$ cat config.mk
export PLATFORM = sky130hd
export DESIGN_NAME = bsg_two_fifo_rv_flat
export DESIGN_NICKNAME = d
export VERILOG_FILES = /design/src/rtl/bsg_two_fifo_rv_pkg.sv /design/src/rtl/bsg_two_fifo_rv_if.sv /design/src/rtl/bsg_dff_en.sv /design/src/rtl/bsg_two_fifo_rv_mem.sv /design/src/rtl/bsg_two_fifo_rv.sv /design/src/flat_wrapper.sv
export SDC_FILE = /design/constraint.sdc
export NUM_CORES = 1
export LEC_CHECK = 0
export ABC_AREA = 1
export BUFFER_PORTS_ARGS = -buffer_cell sky130_fd_sc_hd__buf_4
export CAP_MARGIN = 5
export CORE_ASPECT_RATIO = 1.2
export CORE_MARGIN = 2
export CORE_UTILIZATION = 53
export CTS_CLUSTER_SIZE = 14
export DETAILED_ROUTE_END_ITERATION = 10
export MAX_ROUTING_LAYER = met4
export PLACE_DENSITY_LB_ADDON = 0.12
export SETUP_SLACK_MARGIN = 0.2
export SYNTH_ARGS = -nofsm -noshare
export SYNTH_HDL_FRONTEND = slang
export SYNTH_SLANG_ARGS = --single-unit
$ cat constraint.sdc
create_clock -name clk_i -period 2.73 [get_ports clk_i]
set_input_delay 0.546 -clock clk_i [delete_from_list [all_inputs] [get_ports clk_i]]
set_output_delay 0.546 -clock clk_i [all_outputs]
set_load 0.01 [all_outputs]
$ cat src/rtl/bsg_two_fifo_rv_pkg.sv
//------------------------------------------------------------------------------
// Module   : bsg_two_fifo_rv_pkg
// Purpose  : Shared depth/pointer definitions for the two-entry ready/valid FIFO.
// Revision : 1.0
//------------------------------------------------------------------------------
`default_nettype none

package bsg_two_fifo_rv_pkg;

    localparam int unsigned depth_lp     = 2;
    localparam int unsigned ptr_width_lp = 1;

    typedef logic [ptr_width_lp-1:0] ptr_t;

endpackage

`default_nettype wire

$ cat src/rtl/bsg_two_fifo_rv_if.sv
//------------------------------------------------------------------------------
// Module   : bsg_two_fifo_rv_if
// Purpose  : Enqueue/dequeue handshake bundle; signal names follow the FIFO view.
// Revision : 1.0
//------------------------------------------------------------------------------
`default_nettype none

interface bsg_two_fifo_rv_if #(
    parameter int width_p = 8
);
    logic               v_i;
    logic [width_p-1:0] data_i;
    logic               ready_o;
    logic               v_o;
    logic [width_p-1:0] data_o;
    logic               yumi_i;

    modport slave (
        input  v_i, data_i, yumi_i,
        output ready_o, v_o, data_o
    );

    modport master (
        output v_i, data_i, yumi_i,
        input  ready_o, v_o, data_o
    );
endinterface

`default_nettype wire

$ cat src/rtl/bsg_dff_en.sv
//------------------------------------------------------------------------------
// Module   : bsg_dff_en
// Purpose  : Enable-gated register without reset; harden_p picks the macro flavour.
// Revision : 1.0
//------------------------------------------------------------------------------
`default_nettype none

module bsg_dff_en #(
    parameter int width_p  = 8,
    parameter int harden_p = 0
) (
    input  wire logic               clk_i,
    input  wire logic               en_i,
    input  wire logic [width_p-1:0] data_i,
    output logic      [width_p-1:0] data_o
);

    logic [width_p-1:0] data_q;

    generate
        if (harden_p != 0) begin : g_hard
            // Stand-in for the hardened cell; identical behaviour in RTL.
            always_ff @(posedge clk_i) begin
                if (en_i) data_q <= data_i;
            end
        end else begin : g_soft
            always_ff @(posedge clk_i) begin
                if (en_i) data_q <= data_i;
            end
        end
    endgenerate

    assign data_o = data_q;

endmodule

`default_nettype wire

$ cat src/rtl/bsg_two_fifo_rv_mem.sv
//------------------------------------------------------------------------------
// Module   : bsg_two_fifo_rv_mem
// Purpose  : Two-slot storage of enable registers with a read mux; not reset.
// Revision : 1.0
//------------------------------------------------------------------------------
`default_nettype none

module bsg_two_fifo_rv_mem
    import bsg_two_fifo_rv_pkg::*;
#(
    parameter int width_p  = 8,
    parameter int harden_p = 0
) (
    input  wire logic               clk_i,
    input  wire logic               w_v_i,
    input  wire ptr_t               w_addr_i,
    input  wire logic [width_p-1:0] w_data_i,
    input  wire ptr_t               r_addr_i,
    output logic      [width_p-1:0] r_data_o
);

    logic [width_p-1:0] slot_data [depth_lp];

    generate
        for (genvar i = 0; i < depth_lp; i++) begin : g_slot
            logic w_en;
            assign w_en = w_v_i & (w_addr_i == ptr_t'(i));

            bsg_dff_en #(
                .width_p  (width_p),
                .harden_p (harden_p)
            ) u_reg (
                .clk_i  (clk_i),
                .en_i   (w_en),
                .data_i (w_data_i),
                .data_o (slot_data[i])
            );
        end
    endgenerate

    assign r_data_o = slot_data[r_addr_i];

endmodule

`default_nettype wire

$ cat src/rtl/bsg_two_fifo_rv.sv
//------------------------------------------------------------------------------
// Module   : bsg_two_fifo_rv
// Purpose  : Two-entry ready/valid FIFO; pointers and full/empty flags live here.
//            Optional macro BSG_TWO_FIFO_RV_BYPASS_EN adds an empty-state bypass.
// Revision : 1.0
//------------------------------------------------------------------------------
`default_nettype none

module bsg_two_fifo_rv
    import bsg_two_fifo_rv_pkg::*;
#(
    parameter int width_p  = 8,
    parameter int harden_p = 0
) (
    input  wire logic               clk_i,
    input  wire logic               reset_i,
    bsg_two_fifo_rv_if.slave        io
);

    ptr_t               wptr_q, wptr_d;
    ptr_t               rptr_q, rptr_d;
    logic               full_q, full_d;
    logic               empty_q, empty_d;
    logic               w_enq;
    logic               w_wr;
    logic               w_rd;
    logic [width_p-1:0] w_mem_data;

    assign w_enq = io.v_i & ~full_q;

`ifdef BSG_TWO_FIFO_RV_BYPASS_EN
    logic w_bypass;
    // An item consumed in the same cycle it arrives at an empty FIFO never lands in storage.
    assign w_bypass   = empty_q & io.yumi_i;
    assign w_wr       = w_enq & ~w_bypass;
    assign w_rd       = io.yumi_i & ~w_bypass;
    assign io.v_o     = ~empty_q | io.v_i;
    assign io.data_o  = empty_q ? io.data_i : w_mem_data;
`else
    assign w_wr       = w_enq;
    assign w_rd       = io.yumi_i;
    assign io.v_o     = ~empty_q;
    assign io.data_o  = w_mem_data;
`endif

    assign io.ready_o = ~full_q;

    bsg_two_fifo_rv_mem #(
        .width_p  (width_p),
        .harden_p (harden_p)
    ) u_mem (
        .clk_i    (clk_i),
        .w_v_i    (w_wr),
        .w_addr_i (wptr_q),
        .w_data_i (io.data_i),
        .r_addr_i (rptr_q),
        .r_data_o (w_mem_data)
    );

    always_comb begin
        wptr_d  = wptr_q;
        rptr_d  = rptr_q;
        full_d  = full_q;
        empty_d = empty_q;
        if (w_wr) wptr_d = ~wptr_q;
        if (w_rd) rptr_d = ~rptr_q;
        // Simultaneous enq and deq keeps occupancy, so flags hold.
        if (w_wr && !w_rd) begin
            empty_d = 1'b0;
            if (~wptr_q == rptr_q) full_d = 1'b1;
        end else if (w_rd && !w_wr) begin
            full_d = 1'b0;
            if (~rptr_q == wptr_q) empty_d = 1'b1;
        end
    end

    always_ff @(posedge clk_i) begin
        if (reset_i) begin
            wptr_q  <= '0;
            rptr_q  <= '0;
            full_q  <= 1'b0;
            empty_q <= 1'b1;
        end else begin
            wptr_q  <= wptr_d;
            rptr_q  <= rptr_d;
            full_q  <= full_d;
            empty_q <= empty_d;
        end
    end

    a_yumi_needs_valid: assert property (@(posedge clk_i) disable iff (reset_i)
        io.yumi_i |-> io.v_o);

endmodule

`default_nettype wire
$ cat src/flat_wrapper.sv
// flat-port wrapper written by rule: the top's interface ports become plain ports
module bsg_two_fifo_rv_flat import bsg_two_fifo_rv_pkg::*;
#(
    parameter int width_p  = 8,
    parameter int harden_p = 0
)
  (clk_i, reset_i, io_v_i, io_data_i, io_yumi_i, io_ready_o, io_v_o, io_data_o);
  bsg_two_fifo_rv_if #(.width_p(width_p)) io_i ();
  input  wire logic clk_i;
  input  wire logic reset_i;
  input wire logic [$bits(io_i.v_i)-1:0] io_v_i;
  input wire logic [$bits(io_i.data_i)-1:0] io_data_i;
  input wire logic [$bits(io_i.yumi_i)-1:0] io_yumi_i;
  output wire logic [$bits(io_i.ready_o)-1:0] io_ready_o;
  output wire logic [$bits(io_i.v_o)-1:0] io_v_o;
  output wire logic [$bits(io_i.data_o)-1:0] io_data_o;
  assign io_i.v_i = io_v_i;
  assign io_i.data_i = io_data_i;
  assign io_i.yumi_i = io_yumi_i;
  assign io_ready_o = io_i.ready_o;
  assign io_v_o = io_i.v_o;
  assign io_data_o = io_i.data_o;
  bsg_two_fifo_rv #(.width_p(width_p), .harden_p(harden_p)) u_core (.clk_i(clk_i), .reset_i(reset_i), .io(io_i));
endmodule
==> impl_metrics.yaml, run 1 <==
synthesis:
  synth.most_common_cell: "nand2_1"
  async_flop_share_pct: 0
  synth_flop_cell: "edfxtp_1"
  synth_simple_gate_area_share_pct: 22.5
  synthXorXnorAreaFrac_pct: 0
  ys_types: 17
  synth_top_family_by_area: "simple AND/OR/NAND/NOR gates"
  yosysTopAreaCellShare_pct: 56.8
  netlist_area_um2: 846
  muxShareOfSynthArea_pct: 0
  synth_nets: 93
  synth_fa_ha_area_share_pct: 2.96
  synth_area_leaders: "edfxtp_1 (57%), nand2_1 (13%), dfxtp_1 (9.5%)"
  ys_warn_count: 0
  netlist_instances: 79
  synth-compound-area-share_pct: 2.96
  yosysTopAreaCell: "edfxtp_1"
  synthTopCellsByCount: "nand2_1 (30), edfxtp_1 (16), nand2_2 (5)"
  synth_edf_count: 16
  avgSynthCellArea_um2: 10.7
  ys_seq_elements: 20
  yosysSeqAreaShare_pct: 66.3
pwr:
  finalPower_mw: 0.603
  ir_worst_vdd_uv: 506
  p_per_area_mw_per_mm2: 584
  p_leak_nw: 0.474
critical_path:
  worstSetupStartpointType: "flop"
  crit_path_start: "u_core.rptr_q"
  cp.required_ns: 2.18
  end_kind: "output pin"
  arrival_ns: 1.44
  path_max_fanout: 12
  r2r-start: "u_core.wptr_q"
  path_class: "reg2out"
worst_hold_path:
  hp-start: "reset_i"
  hp-class: "in2reg"
finish:
  register_area_um2: 561
  fin_nets: 117
  area_growth_pct: 22.0
  stdcell_area_mm2: 0.00103
  multi_input_area_um2: 240
  antenna_cells: 0
  drive_gt1_share_pct: 33.3
  nFillCells: 118
cts:
  cts_root_buf: "clkbuf_4"
  h-tree-depth: 1
  cts_tree: "yes"
  post_cts_resized: 0
  postCtsSetupBuffers: 0
  cts_num_sinks: 20
  clk_pin_slew_ns: 0.10
  clockBufferDepth: 2
  clock_latency_ns: 0.29
  cts_made_buffers: 3
  cts_hold_buffers: 0
timing:
  finalSetupTns_ns: 0
  final-max-slew-violation-count: 0
  setup_viol: 0
  min_period_ns: 1.99
  period_share_pct: 72.8
  slew_headroom_pct: 51.9
  rsz0062_at_grt: "no"
  worstMarginPinSlew_ns: 0.718
  skew_ns: 0.00335
  fmax_ghz: 0.503
  finalHoldViolCount: 0
run_status:
  status: "finished clean"
route:
  routedWlPerCell_um: 11.8
  ant_nets: 0
  wl_um: 1400
  vias: 581
  first_iter_violations: 12
  dr.pass1.iters: 4
  routed_via_density: 4.88
  route.detailed.drc: 0
floorplan:
  die_y_um: 47.8
  die-area_mm2: 0.00193
  core-area_mm2: 0.00146
  start_util_pct: 57.8
  rows: 15
  die_w_um: 40.5
  ios: 22
grt:
  grt_pass1_wl_um: 2040
  grt-ovfl-total: 0
  grt_use_total_pct: 17.5
  grt_max_degree: 13
  grt_pass1_vias: 509
  antenna_found_initial: 0
place:
  dpl_cell_area_mm2: 0.00101
  dp_hpwl_um: 1080
  place_congestion: 0.796
  port_buffers: 21
flow_run:
  cap_violations: 0
==> where the power goes <==
part,switching [mW],internal [mW]
Clock,0.0821,0.0531
Combinational,0.0574,0.0468
Sequential,0.0107,0.353
Total,0.150,0.453
==> layout by cell type, fill, tap and decap left out, drive strengths merged <==
cell / n
nand2: 35
edfxtp: 16
dfxtp: 4
buf: 21
o21ai: 3
nor2: 5
ha: 2
clkbuf: 3
nand3: 2
nor3: 1
a21oi: 2
clkinv: 1
inv: 7
==> layout make-up <==
class | instances | share of cell area (%)
clock inverters | 1 | 0.364
clock buffers | 3 | 2.18
multi-input cells | 50 | 23.3
repair buffers | 21 | 15.3
flip-flops and latches | 20 | 54.3
inverters | 7 | 2.55
well taps | 17 | 2.06
==> routing by layer <==
layer  up-vias  wire, µm  global-route usage, %
li1        300         -                      -
met1       265       579                   19.5
met2        14       750                   28.3
met3         2        50                   4.19
met4         0        21                   10.0
met5         -         0                      -
==> critical path, stage by stage (launching register included) <==
cell and delay [ns]:
dfxtp_1 0.57, inv_1 0.27, nand2_1 0.11, nand2_1 0.06
buf_4 0.14
==> registers in the layout, indices dropped and copies added, names as in the netlist <==
register                          count
u_core.u_mem.g_slot.u_reg.data_o     16
u_core.empty_q                        1
u_core.wptr_q                         1
u_core.full_q                         1
u_core.rptr_q                         1
==> kinds of logic after synthesis <==
| logic type | after synthesis |
|---|---|
| flops | 20 |
| simple gates | 43 |
| fa+ha+maj | 2 |
| compound gates | 5 |
| buf+inv | 9 |
==> worst paths after layout <==
kind / end / slack, ns / cells after the start
max: io_data_o[0] / 0.74 / 4
min: u_core.wptr_q / 0.41 / 2
max reg2reg: u_core.u_mem.g_slot[1].u_reg.data_o[5] / 1.28 / 2
min reg2reg: u_core.wptr_q / 0.57 / 2
==> stage by stage <==
stage / utilization, % / std cells / setup slack, ns / hold WS, ns
CTS: 70.5 / 119 / 0.717 / 0.402
detailed placement: 68.7 / 115 / 1.03 / 0.553
global route: 70.5 / 119 / 0.630 / 0.399
finish: 70.5 / 119 / 0.741 / 0.412
floorplan: - / 79 / 1.31 / 0.515
global placement: 68.7 / 115 / 1.01 / 0.542
(Power assumes the default switching activity.)
==> inputs of run 2 (changes only) <==
--- a/config.mk
+++ b/config.mk
@@ -10,7 +10,7 @@
 export CAP_MARGIN = 5
 export CORE_ASPECT_RATIO = 1.2
 export CORE_MARGIN = 2
-export CORE_UTILIZATION = 53
+export CORE_UTILIZATION = 45
 export CTS_CLUSTER_SIZE = 14
 export DETAILED_ROUTE_END_ITERATION = 10
 export MAX_ROUTING_LAYER = met4
==> constraint.sdc (replaced) <==
create_clock -name clk_i -period 1.66 [get_ports clk_i]
set_input_delay 0.332 -clock clk_i [delete_from_list [all_inputs] [get_ports clk_i]]
set_output_delay 0.332 -clock clk_i [all_outputs]
set_load 0.01 [all_outputs]
==> run 2 against run 1 <==
  * Final area grew 5.7%
  * Sequential cell count is the same
  * Core utilization shrank 10 points
  * Routed wire length shrank 2.6%
  * Final cell count grew 4.2%
  * Count of clock-buffer cells in the layout is the same
  * Clock power grew to 2.8 times the previous value
  * Worst hold slack lost 0.22 ns
  * Total power grew 93%
  * Global-route usage shrank 3.6 points
  * Largest cell class unchanged
  * Highest routed layer unchanged
==> impl_metrics.yaml, run 2 (synthesis results as in run 1) <==
run_status:
  status: "finished clean"
cts:
  cts_made_buffers: 3
  cts_hold_buffers: 0
  cts_num_sinks: 20
  cts_tree: "yes"
  h-tree-depth: 1
  clock_latency_ns: 0.29
  cts_root_buf: "clkbuf_4"
  clockBufferDepth: 2
  clk_pin_slew_ns: 0.10
route:
  routedWlPerCell_um: 11.0
  wl_um: 1360
  vias: 600
  routed_via_density: 4.84
  route.detailed.drc: 0
  dr.pass1.iters: 4
  ant_nets: 0
  first_iter_violations: 9
floorplan:
  die-area_mm2: 0.00224
  rows: 17
  core-area_mm2: 0.00181
  ios: 22
  die_y_um: 51.5
  start_util_pct: 46.8
  die_w_um: 43.6
timing:
  finalHoldViolCount: 0
  setup_viol: 0
  whs_ns: 0.197
  final-max-slew-violation-count: 0
  period_share_pct: 82.0
  min_period_ns: 1.36
  finalSetupTns_ns: 0
  rsz0062_at_grt: "no"
  fmax_ghz: 0.735
  slew_headroom_pct: 88.6
  worstMarginPinSlew_ns: 0.170
  skew_ns: 0.00430
  worst_slack_ns: 0.299
critical_path:
  critical-path-max-stage-delay_ns: 0.37
  path_class: "reg2out"
  path_common_cell: "nand2_1"
  path_delay_family: "flip-flops"
  slowest_stage: "dfxtp_2"
  end_kind: "output pin"
  path_depth: 4
  r2r_end: "u_core.empty_q"
  crit_path_start: "u_core.rptr_q"
  crit_chain: "buf_6 -> nand2_1 -> nand2_1 -> buf_4"
  worst-path-buf-inv: 2
  r2r_cells: 6
  path_max_fanout: 10
  r2r_setup_slack_ns: 0.47
  arrival_ns: 1.03
  cp.required_ns: 1.33
  critPathCapture: "io_data_o[3]"
  r2r-start: "u_core.full_q"
  worstSetupStartpointType: "flop"
place:
  dp_hpwl_um: 974
  place_congestion: 0.862
  port_buffers: 21
  dpl_cell_area_mm2: 0.00103
  place_ws_ns: 0.395
grt:
  grt_use_total_pct: 13.9
  antenna_found_initial: 0
  grt_pass1_vias: 563
  grt-ovfl-total: 0
  grt_max_degree: 13
  grt_pass1_wl_um: 2210
flow_run:
  cap_violations: 0
finish:
  largest_reg_flops: 16
  final_cell_mix: "nand2_1 (30), buf_4 (23), edfxtp_1 (16)"
  stdcell_area_mm2: 0.00109
  fin_nets: 120
  nFillCells: 166
  layout.cells.most_common: "nand2_1"
  area_growth_pct: 29.0
  antenna_cells: 0
  drive_gt1_share_pct: 38.1
pwr:
  comb_power_share_pct: 16.1
  pwr-share-clk_pct: 33.0
  p_seq_share_pct: 51.0
  p_leak_nw: 0.504
  p_per_area_mw_per_mm2: 1070
  switching_share_pct: 21.7
  internal_power_mw: 0.911
  switchingPower_mw: 0.253
  ir_worst_vdd_uv: 716
worst_hold_path:
  hp-class: "in2reg"
[run 2: changes by cell type in the layout (fill, tap and decap cells not counted)]
cell       delta
buf_4         +2
buf_6         +1
bufinv_16     +1
clkinv_1      -1
dfxtp_1       -1
dfxtp_2       +1
inv_1         -1
inv_4         +1
[run 2: worst min-delay path by stage]
stage | startpoint | endpoint | cells after the start
after floorplan | reset_i | u_core.wptr_q | 1
after global placement | reset_i | u_core.wptr_q | 2
after detailed placement | reset_i | u_core.wptr_q | 2
after CTS | reset_i | u_core.wptr_q | 2
after global routing | reset_i | u_core.wptr_q | 2
final | reset_i | u_core.wptr_q | 2
[run 2: layout make-up]
cell class	count	area (µm²)	share of cell area, %
Clock buffer	3	22.5	2.06
Clock inverter	1	30.0	2.75
Multi-Input combinational cell	50	240	22.0
Inverter	7	28.8	2.64
Tap cell	19	23.8	2.18
Timing Repair Buffer	24	184	16.9
Sequential cell	20	562	51.5
[run 2: timing repair]
item | CTS | global route
buffers inserted | 0 | 0
resized for setup | 1 | 3
endpoints found under the setup margin | 8 | 6
gates cloned | 0 | 0
pin swaps | 0 | 0
[run 2: power by group through the flow]
stage / clock network [mW] / registers (mW) / logic, mW
6_report: 0.383 / 0.593 / 0.187
5_1_grt: 0.422 / 0.597 / 0.209
4_1_cts: 0.397 / 0.592 / 0.189
3_5_place_dp: 0 / 0.603 / 0.188
3_3_place_gp: 0 / 0.602 / 0.186
2_1_floorplan: 0 / 0.601 / 0.104
[run 2: through the flow]
| stage | util, % | power (mW) | cells |
|---|---|---|---|
| after floorplan | - | 0.705 | 79 |
| after global placement | 57.0 | 0.788 | 120 |
| after detailed placement | 57.0 | 0.791 | 120 |
| after CTS | 59.9 | 1.18 | 124 |
| after global routing | 60.3 | 1.23 | 124 |
| final | 60.3 | 1.16 | 124 |
[run 2: routing by layer]
layer,track usage [%],vias up,part of all wire [%]
li1,-,307,-
met3,3.13,2,4.0
met2,23.8,15,54
met4,7.58,0,1.2
met1,14.7,276,41
met5,-,-,0
